File: config.mk
export PLATFORM = sky130hd
export DESIGN_NAME = univ_reg_flat
export DESIGN_NICKNAME = d
export VERILOG_FILES = /design/src/rtl/univ_reg_if.sv /design/src/rtl/univ_reg.sv /design/src/flat_wrapper.sv
export SDC_FILE = /design/constraint.sdc
export NUM_CORES = 1
export LEC_CHECK = 0
export ABC_AREA = 0
export CAP_MARGIN = 20
export CORE_ASPECT_RATIO = 1.5
export CORE_MARGIN = 2
export CORE_UTILIZATION = 51
export DETAILED_ROUTE_END_ITERATION = 6
export GPL_TIMING_DRIVEN = 0
export PLACE_DENSITY = 0.84
export SETUP_SLACK_MARGIN = 0.2
export SLEW_MARGIN = 20
export SYNTH_ARGS = -nofsm -noshare
export SYNTH_HDL_FRONTEND = slang
export SYNTH_SLANG_ARGS = --single-unit
File: constraint.sdc
create_clock -name clk -period 3.8 [get_ports clk]
set_input_delay 0.76 -clock clk [delete_from_list [all_inputs] [get_ports clk]]
set_output_delay 0.76 -clock clk [all_outputs]
set_load 0.05 [all_outputs]
File: src/rtl/univ_reg_if.sv
// Bus bundle for univ_reg: mode/transfer controls in, register contents and flags out.
interface univ_reg_if #(
  parameter int WIDTH = 8
);
  logic             en;
  logic [2:0]       mode;
  logic [WIDTH-1:0] d;
  logic             sin;
  logic             start;
  logic [WIDTH-1:0] q;
  logic             sout;
  logic             co;
  logic             zero;
  logic             busy;
  logic             done;

  modport master (
    output en, mode, d, sin, start,
    input  q, sout, co, zero, busy, done
  );

  modport slave (
    input  en, mode, d, sin, start,
    output q, sout, co, zero, busy, done
  );
endinterface

File: src/rtl/univ_reg.sv
// Universal WIDTH-bit register: hold/load/shift/rotate/count modes plus an
// LSB-first full-duplex serial transfer engine.
module univ_reg #(
  parameter int               WIDTH     = 8,
  parameter logic [WIDTH-1:0] RESET_VAL = '0
) (
  input  logic       clk,
  input  logic       reset,
  univ_reg_if.slave  bus
);
  localparam int             CW   = $clog2(WIDTH);
  localparam logic [CW-1:0]  LAST = CW'(WIDTH - 1);

  typedef enum logic [1:0] {IDLE, XFER, DONE} state_t;

  state_t           state_q, state_d;
  logic [WIDTH-1:0] q_q, q_d;
  logic             co_q, co_d;
  logic [CW-1:0]    cnt_q, cnt_d;

  always_ff @(posedge clk) begin
    if (reset) begin
      state_q <= IDLE;
      q_q     <= RESET_VAL;
      co_q    <= 1'b0;
      cnt_q   <= '0;
    end else begin
      state_q <= state_d;
      q_q     <= q_d;
      co_q    <= co_d;
      cnt_q   <= cnt_d;
    end
  end

  // co is a one-cycle flag: it is cleared unless the current operation sets it.
  always_comb begin
    state_d = state_q;
    q_d     = q_q;
    co_d    = 1'b0;
    cnt_d   = cnt_q;
    case (state_q)
      IDLE: begin
        if (bus.start) begin
          q_d     = bus.d;
          cnt_d   = '0;
          state_d = XFER;
        end else if (bus.en) begin
          case (bus.mode)
            3'b000: q_d = q_q;
            3'b001: q_d = bus.d;
            3'b010: begin
              q_d  = {q_q[WIDTH-2:0], bus.sin};
              co_d = q_q[WIDTH-1];
            end
            3'b011: begin
              q_d  = {bus.sin, q_q[WIDTH-1:1]};
              co_d = q_q[0];
            end
            3'b100: q_d = {q_q[WIDTH-2:0], q_q[WIDTH-1]};
            3'b101: q_d = {q_q[0], q_q[WIDTH-1:1]};
            3'b110: begin
              q_d  = q_q + 1'b1;
              co_d = &q_q;
            end
            default: begin
              q_d  = q_q - 1'b1;
              co_d = (q_q == '0);
            end
          endcase
        end
      end
      XFER: begin
        q_d = {bus.sin, q_q[WIDTH-1:1]};
        if (cnt_q == LAST) begin
          state_d = DONE;
        end else begin
          cnt_d = cnt_q + 1'b1;
        end
      end
      DONE:    state_d = IDLE;
      default: state_d = IDLE;
    endcase
  end

  assign bus.q    = q_q;
  assign bus.co   = co_q;
  assign bus.sout = q_q[0];
  assign bus.zero = (q_q == '0);
  assign bus.busy = (state_q == XFER);
  assign bus.done = (state_q == DONE);
endmodule

File: src/flat_wrapper.sv
// flat-port wrapper written by rule: the top's interface ports become plain ports
module univ_reg_flat 
#(
  parameter int               WIDTH     = 8,
  parameter logic [WIDTH-1:0] RESET_VAL = '0
)
  (clk, reset, bus_en, bus_mode, bus_d, bus_sin, bus_start, bus_q, bus_sout, bus_co, bus_zero, bus_busy, bus_done);
  univ_reg_if #(.WIDTH(WIDTH)) bus_i ();
  input  logic clk;
  input  logic reset;
  input wire logic [$bits(bus_i.en)-1:0] bus_en;
  input wire logic [$bits(bus_i.mode)-1:0] bus_mode;
  input wire logic [$bits(bus_i.d)-1:0] bus_d;
  input wire logic [$bits(bus_i.sin)-1:0] bus_sin;
  input wire logic [$bits(bus_i.start)-1:0] bus_start;
  output wire logic [$bits(bus_i.q)-1:0] bus_q;
  output wire logic [$bits(bus_i.sout)-1:0] bus_sout;
  output wire logic [$bits(bus_i.co)-1:0] bus_co;
  output wire logic [$bits(bus_i.zero)-1:0] bus_zero;
  output wire logic [$bits(bus_i.busy)-1:0] bus_busy;
  output wire logic [$bits(bus_i.done)-1:0] bus_done;
  assign bus_i.en = bus_en;
  assign bus_i.mode = bus_mode;
  assign bus_i.d = bus_d;
  assign bus_i.sin = bus_sin;
  assign bus_i.start = bus_start;
  assign bus_q = bus_i.q;
  assign bus_sout = bus_i.sout;
  assign bus_co = bus_i.co;
  assign bus_zero = bus_i.zero;
  assign bus_busy = bus_i.busy;
  assign bus_done = bus_i.done;
  univ_reg #(.WIDTH(WIDTH), .RESET_VAL(RESET_VAL)) u_core (.clk(clk), .reset(reset), .bus(bus_i));
endmodule
==> results of run 1 <==
## how the worst max path moves through the flow
stage	from	end	slack, ns	depth (start not counted)
detailed placement	bus_mode[1]	u_core.bus.q[7]	0.12	10
global route	bus_mode[0]	u_core.bus.q[7]	0.21	10
CTS	bus_mode[1]	u_core.bus.q[7]	0.38	10
finish	bus_mode[0]	u_core.bus.q[7]	0.33	10
global placement	bus_mode[0]	u_core.bus.q[7]	0.14	10
floorplan	bus_mode[0]	u_core.bus.q[7]	0.95	9
## routing by layer
| layer | global-route usage | wire length (um) | vias to the layer above |
|---|---|---|---|
| met4 | 0.146 | 93 | 0 |
| met1 | 0.329 | 1590 | 699 |
| met2 | 0.467 | 1970 | 77 |
| li1 | - | - | 742 |
| met5 | 0 | 0 | - |
| met3 | 0.0535 | 271 | 11 |
## sequential cells by signal, summed over array words and instances (netlist names)
signal / cells
u_core.cnt_q: 3
u_core.bus.q: 8
u_core.bus.co: 1
u_core.state_q: 2
## power groups by stage
stage / sequential (mW) / clock [mW] / combinational, mW
3_5_place_dp: 0.183 / 0 / 0.271
5_1_grt: 0.183 / 0.163 / 0.299
3_3_place_gp: 0.182 / 0 / 0.261
6_report: 0.180 / 0.153 / 0.275
2_1_floorplan: 0.210 / 0 / 0.162
4_1_cts: 0.179 / 0.153 / 0.272
## layout make-up
cell class / count / share of cell area
inverter: 3 / 0.00648
sequential: 14 / 0.161
multi-input combinational: 149 / 0.583
clock buffer: 4 / 0.0317
tap: 37 / 0.0266
timing repair buffer: 26 / 0.150
buffer: 12 / 0.0410
## worst min-delay path, stage by stage (launching register included)
cell     delay (ns)
dfxtp_1        0.31
nand2_1        0.06
a21oi_1        0.05
## stage by stage
step / power (mW) / setup slack [ns] / instances / util
2_1_floorplan: 0.373 / 0.946 / 178 / -
5_1_grt: 0.644 / 0.214 / 245 / 0.664
6_report: 0.608 / 0.327 / 245 / 0.664
4_1_cts: 0.605 / 0.377 / 245 / 0.664
3_5_place_dp: 0.453 / 0.124 / 241 / 0.643
3_3_place_gp: 0.443 / 0.142 / 241 / 0.643
## synthesized netlist by cell type, types with 3 or more instances
library cell	instances
a211o_1	3
a211oi_1	4
a21o_1	3
a21oi_1	16
a221oi_1	5
a31oi_1	3
buf_2	3
clkbuf_1	5
dfxtp_1	14
ha_1	9
inv_1	3
mux2i_1	4
nand2_1	9
nand3_1	6
nor2_1	14
nor3_1	6
o211ai_1	4
o21ai_0	17
o21ai_1	5
xnor2_1	3
## cells by family (layout without fill, tap and decap cells)
group / after synthesis / count (layout) / share of synthesized area
AO/OA/AOI/OAI: 73 / 73 / 0.347
XOR/XNOR: 5 / 5 / 0.0373
adder cells (fa/ha/maj): 10 / 10 / 0.0964
buffers and inverters: 15 / 45 / 0.0600
flip-flops: 14 / 14 / 0.204
multiplexers: 5 / 5 / 0.0373
AND/OR/NAND/NOR: 56 / 56 / 0.218
==> summary.md, run 1 <==
| Metric | Value |
|---|---|
| Initial antenna violation count | `0` |
| Critical R2R Capture | `u_core.bus.q[7]` |
| Critical Path AT | `3.64 ns` |
| Worst skew pair latency | `0.26 ns` |
| Max transition margin | `0.663` |
| Slowest-stage cell, CP | `clkdlybuf4s50_1` |
| Hold Worst Slack | `0.469 ns` |
| Number of setup violations in the final report | `0` |
| Int Pwr | `365 uW` |
| Syn. warnings | `0` |
| Fin Setup TNS | `0 ns` |
| Final period util | `0.914` |
| H-tree depth | `1` |
| Buf+Inv Stages, Crit Path | `3` |
| CP cell instances | `clkdlybuf4s50_1, buf_2, buf_2, or2_2, ha_1, a211oi_1, o211ai_1, o21ai_0, mux2_2, a211oi_1` |
| I/O Buffers | `26` |
| Initial Util | `0.526` |
| CTS max path bufs | `2` |
| HPWL Detailed | `2980 um` |
| Pwr Density | `350 mW/mm2` |
| Fillers | `223` |
| Top-area cell type share of the netlist area | `0.204` |
| Critical path's top delay family | `buffers and inverters` |
| Synth cell types | `51` |
| Setup Buffers After CTS | `0` |
| PostCTS Resize Cnt | `0` |
| Commonest non-fill, non-tap cell in the layout | `clkdlybuf4s50_1` |
| CTS tree | `built` |
| Combinational share of power | `0.452` |
| Psw | `244 uW` |
| Asr flop ratio synth | `0` |
| Primary FF master, synth | `dfxtp_1` |
| Overflow after GRT | `0` |
| Min cycle time layout | `3.47 ns` |
| Slew at the pin closest to its max-slew limit | `0.504 ns` |
| R2R depth | `6` |
| Num CTS Buffers | `3` |
| Register area | `280 um2` |
| Multi-input combinational cell area | `0.00101 mm2` |
| Worst Hold End | `u_core.cnt_q[1]` |
| Flop pwr share | `0.296` |
| Core Rows | `23` |
| Max frequency | `0.288 GHz` |
| CORE AREA | `0.00262 mm2` |
| Via density | `6.24` |
| Crit start category | `input pin` |
| DR iter-0 viols | `77` |
| Status | `complete, no violations` |
| Fin. Hold Viols | `0` |
| Clock root cell | `clkbuf_8` |
| WP data required | `3.97 ns` |
| Clock share of power | `0.252` |
| Commonest cells after routing, fill and taps aside | `clkdlybuf4s50_1 (26), o21ai_0 (17), a21oi_1 (16), nor2_1 (14), dfxtp_1 (14)` |
| Design area | `0.00174 mm2` |
| Area leader, netlist | `dfxtp_1` |
| Largest stage delay, worst path | `0.47 ns` |
| Crit path kind | `in -> reg` |
| EDFF count, synth | `0` |
| Synthesized flop and latch total | `14` |
| Share of cells above drive strength 1 | `0.101` |
| Final net count | `235` |
| First-pass GRT wire length | `6460 um` |
| Sequential fraction of the synthesis area | `0.204` |
| Post-DRT Antenna Nets | `0` |
| Hold_buf cts | `0` |
| Drt pass-1 iters | `5` |
| Drt total wl | `3930 um` |
| Net Count, Synth | `204` |
| CP Max Fanout | `10` |
| Worst Setup End Kind | `flip-flop` |
| I/O pins | `29` |
| Clock sinks | `14` |
| Fin. max-slew vios | `0` |
| Ant diodes | `0` |
| Placed cell area | `0.00168 mm2` |
| Cells after Synth | `178` |
| Largest net degree at the start of global routing | `11` |
| Setup Skew | `0.00488 ns` |
| Hold path depth | `2` |
| RSZ-0062 raised after global routing | `false` |
| CTS clock-pin slew for the worst setup and hold paths | `0.06 ns` |
| Synthesized area per cell | `7.73 um2` |
| Die H | `67.6 um` |
| HP Start | `u_core.cnt_q[1]` |
| Crit Reg-Reg Startpoint | `u_core.bus.q[1]` |
| Pleak | `0.644 nW` |
| Die Area | `0.00314 mm2` |
| Drt drc | `0` |
| Hold crit path type | `reg -> reg` |
| Routed length per instance | `16.0 um` |
| GPL Wtd Cong | `0.910` |
| P&R area growth vs syn | `26.3%` |
| Overall routing resource usage | `0.281` |
| Mapped Area | `0.00138 mm2` |
| Max-Cap Viols | `0` |
| Die Width | `46.4 um` |
| Vias in the first global route | `1434` |
| Synth top area cells | `dfxtp_1 (20%), ha_1 (8.2%), o21ai_0 (6.2%)` |
| Vias | `1529` |
| VDD IR max | `0.000252 V` |
| Sw Share | `0.401` |
| R2r setup slk | `1.63 ns` |
(Power assumes the default switching activity.)
==> inputs of run 2 (changes only) <==
--- a/config.mk
+++ b/config.mk
@@ -9,12 +9,14 @@
 export CAP_MARGIN = 20
 export CORE_ASPECT_RATIO = 1.5
 export CORE_MARGIN = 2
-export CORE_UTILIZATION = 51
+export CORE_UTILIZATION = 55
 export DETAILED_ROUTE_END_ITERATION = 6
+export DONT_BUFFER_PORTS = 1
 export GPL_TIMING_DRIVEN = 0
-export PLACE_DENSITY = 0.84
+export PLACE_DENSITY = 0.74
 export SETUP_SLACK_MARGIN = 0.2
 export SLEW_MARGIN = 20
 export SYNTH_ARGS = -nofsm -noshare
 export SYNTH_HDL_FRONTEND = slang
 export SYNTH_SLANG_ARGS = --single-unit
+export TNS_END_PERCENT = 5
==> run 2 against run 1 <==
Net effect: clock-buffer cell count unchanged; highest routed layer unchanged; power decreased by 14%; sequential cell count unchanged; largest cell class unchanged; global-route usage decreased by 0.42 points.
==> summary.md, run 2 (synthesized netlist as in run 1, its figures left out) <==
| Metric | Value |
|---|---|
| RSZ-0062 raised after global routing | `false` |
| CTS max path bufs | `2` |
| Die H | `65.3 um` |
| Core Util, Final | `0.596` |
| P&R area growth vs syn | `4.82%` |
| Status | `complete, no violations` |
| Hold_buf cts | `0` |
| R2R depth | `6` |
| Vias in the first global route | `1360` |
| H-tree depth | `1` |
| Fin. Hold Viols | `0` |
| Max-Cap Viols | `0` |
| Final Non-Filler Cells | `206` |
| WP data required | `3.04 ns` |
| Buf+Inv Stages, Crit Path | `1` |
| Overflow after GRT | `0` |
| Number of setup violations in the final report | `0` |
| Setup Buffers After CTS | `0` |
| Fin Setup TNS | `0 ns` |
| Commonest cells after routing, fill and taps aside | `o21ai_0 (17), a21oi_1 (16), nor2_1 (14), dfxtp_1 (14)` |
| Drt pass-1 iters | `4` |
| Via density | `6.83` |
| Hold Worst Slack | `0.472 ns` |
| Final Power | `526 uW` |
| Slowest-stage cell, CP | `nor2_1` |
| Hold path depth | `2` |
| Critical Path AT | `2.35 ns` |
| CP cell instances | `buf_2, or4_1, nor2_1` |
| CORE AREA | `0.00242 mm2` |
| Die Area | `0.00293 mm2` |
| Clock root cell | `clkbuf_4` |
| I/O Buffers | `0` |
| Critical R2R Capture | `u_core.bus.q[7]` |
| Drt total wl | `3640 um` |
| Worst Setup End Kind | `primary output` |
| Final net count | `209` |
| Crit start category | `flip-flop` |
| Fin. max-slew vios | `0` |
| Max reg flops | `8` |
| Dpl ws | `0.613 ns` |
| DR iter-0 viols | `42` |
| HPWL Detailed | `2770 um` |
| Worst Slack Setup Final | `0.695 ns` |
| Largest stage delay, worst path | `0.69 ns` |
| First-pass GRT wire length | `6150 um` |
| VDD IR max | `0.000291 V` |
| Critical path's top delay family | `simple AND/OR/NAND/NOR gates` |
| Commonest non-fill, non-tap cell in the layout | `o21ai_0` |
| Hold crit path type | `reg -> reg` |
| Worst Hold End | `u_core.cnt_q[1]` |
| Setup Skew | `0.00999 ns` |
| CP Max Fanout | `9` |
| Max frequency | `0.322 GHz` |
| Vias | `1407` |
| Post-DRT Antenna Nets | `0` |
| Pleak | `0.539 nW` |
| Clock sinks | `14` |
| Core Rows | `22` |
| CTS tree | `built` |
| I/O pins | `29` |
| Initial antenna violation count | `0` |
| Share of cells above drive strength 1 | `0.115` |
| Min cycle time layout | `3.11 ns` |
| Overall routing resource usage | `0.277` |
| Die Width | `44.8 um` |
| Placed Instances | `202` |
| Drt drc | `0` |
| PostCTS Resize Cnt | `0` |
| Ant diodes | `0` |
| Largest net degree at the start of global routing | `11` |
| Crit Reg-Reg Startpoint | `u_core.bus.q[1]` |
| Max transition margin | `0.320` |
| HP Start | `u_core.cnt_q[1]` |
| GPL Wtd Cong | `0.904` |
| CTS clock-pin slew for the worst setup and hold paths | `0.10 ns` |
| R2r setup slk | `1.26 ns` |
| Placed cell area | `0.00141 mm2` |
| Design area | `0.00144 mm2` |
| Final period util | `0.817` |
| Initial Util | `0.568` |
| Num CTS Buffers | `3` |
| Pwr Density | `365 mW/mm2` |
| Crit path kind | `reg -> out` |
| Routed length per instance | `17.7 um` |
| Slew at the pin closest to its max-slew limit | `1.02 ns` |
| Worst skew pair latency | `0.29 ns` |
-- run 2: cell count changes in the layout (fill, tap and decap cells not counted), sizes merged --
cell,previous run,this run
clkdlybuf4s50,26,0
-- run 2: worst max path at each step --
stage	to	slack [ns]	depth (start not counted)	from
finish	bus_zero	0.69	3	u_core.bus.q[0]
global route	bus_zero	0.59	3	u_core.bus.q[0]
CTS	bus_zero	0.69	3	u_core.bus.q[0]
detailed placement	u_core.bus.q[7]	0.61	9	bus_mode[0]
global placement	u_core.bus.q[7]	0.63	9	bus_mode[0]
floorplan	u_core.bus.q[7]	0.95	9	bus_mode[0]
-- run 2: layout make-up --
class / count / area, um2
Fill cell: 247 / 980
Tap cell: 24 / 30.0
Buffer: 12 / 71.3
Multi-Input combinational cell: 149 / 1010
Clock buffer: 4 / 36.3
Sequential cell: 14 / 280
Inverter: 3 / 11.3
-- run 2: tightest hold or removal path, cell delays in order, from the launching register on --
cell     delay (ns)
dfxtp_1        0.33
nand2_1        0.05
a21oi_1        0.05
-- run 2: power by group --
group	total (mW)	leakage (nW)	internal [mW]	switching [mW]
registers	0.215	0.115	0.158	0.0566
logic	0.196	0.403	0.0817	0.115
clock network	0.115	0.0210	0.0584	0.0568
total	0.526	0.539	0.298	0.228
-- run 2: routing by layer --
layer | vias up | track usage | part of all wire | wire length, um
met3 | 7 | 0.0687 | 0.074 | 271
met5 | - | 0 | 0 | 0
met4 | 0 | 0.103 | 0.018 | 64
met1 | 655 | 0.334 | 0.39 | 1410
li1 | 689 | - | - | -
met2 | 56 | 0.460 | 0.52 | 1900
==> inputs of run 3 (changes only) <==
==> constraint.sdc (replaced) <==
create_clock -name clk -period 3.2 [get_ports clk]
set_input_delay 0.64 -clock clk [delete_from_list [all_inputs] [get_ports clk]]
set_output_delay 0.64 -clock clk [all_outputs]
set_load 0.05 [all_outputs]
==> run 3 against run 2 <==
Net effect: clock power increased by 18%; via count increased by 2.1%; clock-buffer cell count unchanged; combinational power increased by 20%; hold slack about the same; cell count unchanged; first-iteration DRC count increased by 21%; non-clock buffer count unchanged; utilization increased by 0.10 points.
==> summary.md, run 3 (synthesized netlist as in run 1, its figures left out) <==
| Metric | Value |
|---|---|
| Max frequency | `0.357 GHz` |
| Initial antenna violation count | `0` |
| CTS tree | `built` |
| Overall routing resource usage | `0.277` |
| Drt pass-1 iters | `4` |
| Num CTS Buffers | `3` |
| Overflow after GRT | `0` |
| Pleak | `0.539 nW` |
| CP Max Fanout | `10` |
| Slew at the pin closest to its max-slew limit | `1.02 ns` |
| Max transition margin | `0.323` |
| Pwr Density | `434 mW/mm2` |
| I/O pins | `29` |
| P&R area growth vs syn | `5.00%` |
| Final net count | `209` |
| HPWL Detailed | `2770 um` |
| Vias in the first global route | `1360` |
| First-pass GRT wire length | `6150 um` |
| CTS clock-pin slew for the worst setup and hold paths | `0.09 ns` |
| Final Power | `627 uW` |
| Setup Skew | `0.00982 ns` |
| Setup Buffers After CTS | `0` |
| Number of setup violations in the final report | `0` |
| WP data required | `3.40 ns` |
| Worst Setup End Kind | `flip-flop` |
| Hold crit path type | `reg -> reg` |
| CTS max path bufs | `2` |
| Max reg flops | `8` |
| Drt drc | `0` |
| Largest net degree at the start of global routing | `11` |
| Commonest non-fill, non-tap cell in the layout | `o21ai_0` |
| Critical Path AT | `3.00 ns` |
| Vias | `1436` |
| Clock sinks | `14` |
| Fin Setup TNS | `0 ns` |
| Drt total wl | `3650 um` |
| Worst skew pair latency | `0.29 ns` |
| Via density | `6.97` |
| Crit start category | `input pin` |
| H-tree depth | `1` |
| R2r setup slk | `0.66 ns` |
| I/O Buffers | `0` |
| Post-DRT Antenna Nets | `0` |
| Initial Util | `0.568` |
| Hold Worst Slack | `0.472 ns` |
| Status | `complete, no violations` |
| Final period util | `0.875` |
| Fin. max-slew vios | `0` |
| CORE AREA | `0.00242 mm2` |
| Max-Cap Viols | `0` |
| Die H | `65.3 um` |
| Routed length per instance | `17.7 um` |
| Core Rows | `22` |
| Min cycle time layout | `2.80 ns` |
| Die Width | `44.8 um` |
| Fin. Hold Viols | `0` |
| DR iter-0 viols | `51` |
| Clock root cell | `clkbuf_4` |
| VDD IR max | `0.000346 V` |
| Share of cells above drive strength 1 | `0.121` |
| Commonest cells after routing, fill and taps aside | `o21ai_0 (17), a21oi_1 (16), dfxtp_1 (14), nor2_1 (13)` |
| Crit path kind | `in -> reg` |
| RSZ-0062 raised after global routing | `false` |
| Die Area | `0.00293 mm2` |
| GPL Wtd Cong | `0.904` |
| Ant diodes | `0` |
-- run 3: power breakdown --
group | switching [mW] | total (mW) | internal, mW
combinational | 0.138 | 0.235 | 0.0976
sequential | 0.0673 | 0.255 | 0.188
clock | 0.0669 | 0.136 | 0.0693
total | 0.272 | 0.627 | 0.355
-- run 3: cell type report --
class | instances | area (um2)
multi-input cells | 149 | 1020
well taps | 24 | 30.0
clock buffers | 4 | 36.3
fillers | 248 | 977
inverters | 3 | 11.3
flip-flops and latches | 14 | 280
plain buffers | 12 | 71.3
-- run 3: timing repair --
action	in CTS	in global routing
setup endpoints to repair	0	1
hold buffers	0	0
gates resized for setup	0	1
-- run 3: metal layers --
layer  track usage  vias to the layer above  share of wire
li1              -                      689              -
met1         0.334                      675           0.38
met2         0.460                       65           0.52
met3        0.0687                        7          0.081
met4         0.103                        0          0.019
met5             0                        -              0
-- run 3: path summary, 6_finish.rpt --
kind | startpoint | end | depth (start not counted)
setup / recovery | bus_mode[0] | u_core.bus.q[7] | 9
hold / removal | u_core.cnt_q[1] | u_core.cnt_q[1] | 2
setup reg to reg | u_core.bus.q[1] | u_core.bus.q[7] | 6
hold reg to reg | u_core.cnt_q[1] | u_core.cnt_q[1] | 2
-- run 3: critical path: stages --
cell,delay (ns)
buf_2,0.17
buf_2,0.20
or2_2,0.41
ha_1,0.32
a211oi_1,0.34
o211ai_1,0.15
o21ai_0,0.17
mux2_2,0.38
a211oi_1,0.22
-- run 3: through the flow --
stage / cell area, um2 / worst slack, ns / utilization / cells
floorplan: 1380 / 0.466 / - / 178
global placement: 1410 / 0.150 / 0.581 / 202
detailed placement: 1410 / 0.133 / 0.581 / 202
CTS: 1440 / 0.213 / 0.596 / 206
global route: 1450 / 0.281 / 0.597 / 206
finish: 1450 / 0.401 / 0.597 / 206
